[config.mk]
export PLATFORM = sky130hd
export DESIGN_NAME = alu_exec
export DESIGN_NICKNAME = d
export VERILOG_FILES = /design/src/rtl/alu_pkg.sv /design/src/rtl/alu_mult_seq.sv /design/src/rtl/alu_exec.sv
export SDC_FILE = /design/constraint.sdc
export NUM_CORES = 1
export LEC_CHECK = 0
export CORE_ASPECT_RATIO = 1.2
export CORE_MARGIN = 4
export CORE_UTILIZATION = 48
export CTS_CLUSTER_SIZE = 40
export DETAILED_ROUTE_END_ITERATION = 6
export PLACE_DENSITY = 0.73
export SYNTH_ARGS = -nofsm -noshare
export SYNTH_HDL_FRONTEND = slang
export SYNTH_HIERARCHICAL = 1
export SYNTH_SLANG_ARGS = --single-unit
[constraint.sdc]
create_clock -name clk -period 2.9 [get_ports clk]
set_clock_uncertainty 0.05 [all_clocks]
set_input_delay 0.435 -clock clk [delete_from_list [all_inputs] [get_ports clk]]
set_output_delay 0.435 -clock clk [all_outputs]
set_load 0.01 [all_outputs]
[src/rtl/alu_pkg.sv]
// alu_pkg: shared ALU control codes, default width and execute FSM states.
// Codes are shared with the ALU control decoder.
package alu_pkg;

    localparam int ALU_WIDTH = 32;

    localparam logic [3:0] ALU_AND = 4'b0000;
    localparam logic [3:0] ALU_OR  = 4'b0001;
    localparam logic [3:0] ALU_ADD = 4'b0010;
    localparam logic [3:0] ALU_MUL = 4'b0011;
    localparam logic [3:0] ALU_SUB = 4'b0110;
    localparam logic [3:0] ALU_SLT = 4'b0111;

    typedef enum logic {
        S_IDLE = 1'b0,
        S_MULT = 1'b1
    } alu_state_t;

endpackage

[src/rtl/alu_mult_seq.sv]
// alu_mult_seq: iterative shift-add multiplier, one partial product per cycle.
// Produces the low WIDTH bits, which are identical for signed and unsigned.
module alu_mult_seq
    import alu_pkg::*;
#(
    parameter int WIDTH = ALU_WIDTH
) (
    input  logic             clk,
    input  logic             reset,
    input  logic             i_start,
    input  logic             i_run,
    input  logic [WIDTH-1:0] i_a,
    input  logic [WIDTH-1:0] i_b,
    output logic             o_done,
    output logic [WIDTH-1:0] o_product
);

    localparam int CW = $clog2(WIDTH);

    logic [WIDTH-1:0] r_mcand;
    logic [WIDTH-1:0] r_mplier;
    logic [WIDTH-1:0] r_acc;
    logic [CW-1:0]    r_cnt;
    logic [WIDTH-1:0] w_addend;

    assign w_addend  = r_mplier[0] ? r_mcand : '0;
    // Sum including the current step, so the last step is usable on done
    assign o_product = r_acc + w_addend;
    assign o_done    = i_run && (r_cnt == CW'(WIDTH - 1));

    always_ff @(posedge clk or negedge reset) begin
        if (!reset) begin
            r_mcand  <= '0;
            r_mplier <= '0;
            r_acc    <= '0;
            r_cnt    <= '0;
        end else if (i_start) begin
            r_mcand  <= i_a;
            r_mplier <= i_b;
            r_acc    <= '0;
            r_cnt    <= '0;
        end else if (i_run) begin
            r_acc    <= o_product;
            r_mcand  <= r_mcand << 1;
            r_mplier <= r_mplier >> 1;
            r_cnt    <= r_cnt + 1'b1;
        end
    end

endmodule

[src/rtl/alu_exec.sv]
// alu_exec: execute-stage ALU with valid/ready handshake and registered flags.
// Define ALU_MULT_EN to add the iterative multiplier (code 0011).
module alu_exec
    import alu_pkg::*;
#(
    parameter int WIDTH = ALU_WIDTH
) (
    input  logic             clk,
    input  logic             reset,
    input  logic             in_valid,
    output logic             in_ready,
    input  logic [3:0]       alu_ctrl,
    input  logic [WIDTH-1:0] src_a,
    input  logic [WIDTH-1:0] src_b,
    output logic             out_valid,
    input  logic             out_ready,
    output logic [WIDTH-1:0] result,
    output logic             zero,
    output logic             overflow,
    output logic             busy
);

    alu_state_t       r_state;
    alu_state_t       w_state_nxt;
    logic             w_accept;
    logic             w_is_mul;
    logic             w_mul_done;
    logic [WIDTH-1:0] w_mul_prod;
    logic [WIDTH-1:0] w_sum;
    logic [WIDTH-1:0] w_diff;
    logic [WIDTH-1:0] w_alu_res;
    logic             w_alu_ovf;
    logic [WIDTH-1:0] r_result;
    logic             r_zero;
    logic             r_ovf;
    logic             r_out_valid;

    assign busy      = (r_state == S_MULT);
    assign in_ready  = !busy && (!r_out_valid || out_ready);
    assign w_accept  = in_valid && in_ready;
    assign out_valid = r_out_valid;
    assign result    = r_result;
    assign zero      = r_zero;
    assign overflow  = r_ovf;

`ifdef ALU_MULT_EN
    assign w_is_mul = (alu_ctrl == ALU_MUL);

    alu_mult_seq #(
        .WIDTH(WIDTH)
    ) u_mult (
        .clk      (clk),
        .reset    (reset),
        .i_start  (w_accept && w_is_mul),
        .i_run    (busy),
        .i_a      (src_a),
        .i_b      (src_b),
        .o_done   (w_mul_done),
        .o_product(w_mul_prod)
    );
`else
    assign w_is_mul   = 1'b0;
    assign w_mul_done = 1'b0;
    assign w_mul_prod = '0;
`endif

    assign w_sum  = src_a + src_b;
    assign w_diff = src_a - src_b;

    // Unknown codes fall through to add, matching the decoder default
    always_comb begin
        w_alu_res = w_sum;
        w_alu_ovf = 1'b0;
        unique case (alu_ctrl)
            ALU_SUB: begin
                w_alu_res = w_diff;
                w_alu_ovf = (src_a[WIDTH-1] != src_b[WIDTH-1])
                         && (w_diff[WIDTH-1] != src_a[WIDTH-1]);
            end
            ALU_AND: w_alu_res = src_a & src_b;
            ALU_OR:  w_alu_res = src_a | src_b;
            ALU_SLT: w_alu_res = {{(WIDTH-1){1'b0}},
                                  ($signed(src_a) < $signed(src_b))};
            default: begin
                w_alu_res = w_sum;
                w_alu_ovf = (src_a[WIDTH-1] == src_b[WIDTH-1])
                         && (w_sum[WIDTH-1] != src_a[WIDTH-1]);
            end
        endcase
    end

    always_comb begin
        w_state_nxt = r_state;
        unique case (r_state)
            S_IDLE: if (w_accept && w_is_mul) w_state_nxt = S_MULT;
            S_MULT: if (w_mul_done) w_state_nxt = S_IDLE;
        endcase
    end

    always_ff @(posedge clk or negedge reset) begin
        if (!reset) r_state <= S_IDLE;
        else        r_state <= w_state_nxt;
    end

    always_ff @(posedge clk or negedge reset) begin
        if (!reset) begin
            r_result    <= '0;
            r_zero      <= 1'b1;
            r_ovf       <= 1'b0;
            r_out_valid <= 1'b0;
        end else if (w_accept && !w_is_mul) begin
            r_result    <= w_alu_res;
            r_zero      <= (w_alu_res == '0);
            r_ovf       <= w_alu_ovf;
            r_out_valid <= 1'b1;
        end else if (w_mul_done) begin
            r_result    <= w_mul_prod;
            r_zero      <= (w_mul_prod == '0);
            r_ovf       <= 1'b0;
            r_out_valid <= 1'b1;
        end else if (r_out_valid && out_ready) begin
            r_out_valid <= 1'b0;
        end
    end

endmodule

==> metrics.md <==
| Metric | Value |
|---|---|
| Number of setup violations in the final report | `18` |
| CTS root buffer | `clkbuf_16` |
| Residual DRC | `4` |
| Initial antenna violation count | `1` |
| GPL Wtd Cong | `slightly above 1` |
| First-pass GRT wire length | `52800 um` |
| CTS sink count | `35` |
| Failing checks | `design-rule violations, negative setup slack` |
| Placed Area | `around 11000 um^2` |
| Max cap viols | `0` |
| Max VDD drop | `0.278 mV` |
| H-tree depth | `2` |
| Critical Path RT | `3.05 ns` |
| Fin util | `89.8%` |
| Critical path type | `primary input to flop` |
| Fraction of layout cells with a size suffix above 1 | `48.0%` |
| # fillers | `around 630` |
| Dpl hpwl | `23900 um` |
| Ports | `109` |
| Final Cell Area | `12600 um^2` |
| Total core area | `14000 um^2` |
| Post-route minimum period | `3.57 ns` |
| GRT Util Overall | `38.9%` |
| Drt via density | `6.75` |
| Netlist Area Pre-Place | `6950 um^2` |
| Largest net degree at the start of global routing | `53` |
| Die Wd | `between 100 and 150 um` |
| Worst Tran Pin Value | `0.840 ns` |
| Post-synth ARST share | `100%` |
| Drt total wl | `37500 um` |
| RSZ-0062 raised after global routing | `true` |
| CTS tree | `done` |
| Worst-path fanout max | `5` |
| Hold Violations, Final | `0` |
| P per Cell Area | `approximately 340 nW/um^2` |
| Post-place setup slack | `-1.38 ns` |
| Leak pwr | `5.73 nW` |
| CTS clock-pin slew for the worst setup and hold paths | `0.06 ns` |
| Ys flop type | `dfrtp_1` |
| Num rows | `47` |
| DR iter-0 viols | `1514` |
| Syn nets | `1149` |
| Dpl cells | `approximately 1.5k` |
| Worst relative slew slack | `a little over two fifths` |
| CP endpoint kind | `flop` |
| CTS Hold Bufs | `0` |
| Setup slack after layout | `-0.665 ns` |
| Synth cell types | `84` |
| Post-synth EDFFs | `0` |
| Fin nets | `1587` |
| Hold WC Path Type | `primary input to async pin` |
| Area of the multi-input gates | `6970 um^2` |
| Area grow syn2layout | `80.9%` |
| Initial Utilization | `49.6%` |
| Ys Warns | `6` |
| Detailed-route via count | `10.7k` |
| Final Max Tran Viols | `0` |
| Final period util | `123%` |
| Register area | `877 um^2` |
| Die Ht | `140 um` |
| Commonest non-fill, non-tap cell in the layout | `buf_4` |
| Syn Area/Cell | `7.10 um^2` |
| WL/cell | `23.6 um` |
| Drt first pass iters | `7` |
| Register bit total from synthesis | `35` |
| Max Freq | `280 MHz` |
| Worst r2r src | `out_valid$_DFFE_PN0P_` |
| Clock buffer depth | `2` |
| Clock latency at the later pin of the worst-skew pair | `0.29 ns` |
| Final hold slack | `roughly 0.20 ns` |
| Register area share after synthesis | `12.6%` |
| Most frequent cells in the layout | `buf_4, nand2_1, nor2_1` |
| Number of global-route vias before repair | `10.3k` |
| CP Launch Point | `src_b[14]` |
| Outcome | `complete, but fails checks` |
| Die Area | `16500 um^2` |
| Worst Path Arrival | `3.71 ns` |
| Number of buffers inserted by port buffering | `107` |
| TritonCTS Buffers | `5` |
| Cells after synthesis | `979` |
| Grt ovf | `0` |
| Critical path launch point type | `primary input` |
| Antenna Nets Post-Route | `0` |
| Cell Count, Final, Fillers Out | `1590` |
area by class of cell:
type                            instances  share of cell area, %
Inverter                               99                   3.12
Tap cell                              171                   1.70
Clock inverter                          3                  0.189
Sequential cell                        35                   6.98
Antenna cell                            1                 0.0199
Clock buffer                            5                  0.996
Multi-Input combinational cell        785                   55.5
Timing Repair Buffer                  491                   31.5
through the flow:
step / TNS (ns) / power [mW]
3_5_place_dp: -23.69 / 3.02
3_3_place_gp: -21.94 / 2.96
4_1_cts: -3.95 / 3.86
2_1_floorplan: -1.57 / 1.73
5_1_grt: -7.00 / 4.42
6_report: -5.14 / 4.26
path summary, 6_finish.rpt:
path / slack (ns) / end / cells after the start
setup reg to reg: 0.13 / zero$_DFFE_PN1P_ / 11
hold reg to reg: 0.44 / result[30]$_DFFE_PN0P_ / 2
setup / recovery: -0.67 / zero$_DFFE_PN1P_ / 15
hold / removal: 0.20 / result[14]$_DFFE_PN0P_ / 1
min in group clk: 0.44 / result[30]$_DFFE_PN0P_ / 2
max in group asynchronous: 2.06 / result[5]$_DFFE_PN0P_ / 1
repair_timing:
item / 4_1_cts / 5_1_grt
endpoints found under the setup margin: 28 / 23
cloned: 0 / 0
setup buffers: 34 / 17
pin swaps: 87 / 69
gates resized for setup: 280 / 144
kinds of logic (layout without fill, tap and decap cells):
| group | count (synthesis) | in the layout | synth area share (%) |
|---|---|---|---|
| DFF | 35 | 35 | 12.6 |
| muxes | 28 | 28 | 4.47 |
| adders and majority gates | 98 | 98 | 17.9 |
| buffers and inverters | 159 | 598 | 8.79 |
| AOI/OAI and AO/OA | 336 | 336 | 33.5 |
| other | 1 | 2 | 0.0540 |
| xor gates and xnor gates | 6 | 6 | 0.756 |
| and+or+nand+nor | 316 | 316 | 21.9 |
routing by layer:
metal	vias to the layer above	GRT usage, %	wire, um
met1	4873	42.8	12200
met3	435	7.51	4150
met4	0	24.1	4000
li1	4465	-	-
met2	961	68.9	17100
met5	-	0	0
Yosys cell counts (5+ instances only):
master	count	area, um^2
nand4_1	8	50.1
nor2_1	83	312
a221o_1	7	70.1
nor3_1	27	135
o21a_1	5	37.5
o21ai_0	57	285
or3_1	8	50.1
and2_1	12	75.1
o21bai_1	6	45.0
o31ai_1	14	105
nand2b_1	17	106
and3_1	7	43.8
a2111oi_0	9	78.8
o211ai_1	20	150
nor2b_1	12	75.1
nor4_1	12	75.1
a2bb2oi_1	5	43.8
nand2_1	87	327
a221oi_1	7	61.3
a31oi_1	9	56.3
o2111ai_1	7	61.3
nand3_1	23	115
a21o_1	17	128
mux2i_1	13	130
a211oi_1	18	135
mux2_2	14	158
dfrtp_1	34	851
o221ai_1	9	78.8
a21oi_1	79	395
ha_1	96	1200
o22ai_1	5	31.3
clkbuf_1	53	199
inv_1	98	368
o21ai_1	6	30.0
state kept, by name (all words and copies together) (netlist names):
name / count
overflow: 1
out_valid: 1
zero: 1
result: 32
worst max-delay path: stages:
cell           delay (ns)
dlygate4sd2_1        0.26
inv_2                0.08
ha_4                 0.23
nor2b_1              0.19
o221ai_2             0.16
a211o_1              0.33
a21boi_1             0.51
buf_4                0.25
nor4_4               0.05
a221o_1              0.37
a21oi_2              0.18
nand4_1              0.13
nor3_2               0.21
nand4b_1             0.13
o31ai_2              0.20
power breakdown:
group / switching (mW) / internal, mW
clock: 0.237 / 0.322
sequential: 0.0847 / 0.599
combinational: 1.55 / 1.46
Note: power is estimated with default switching activity, not from simulation.
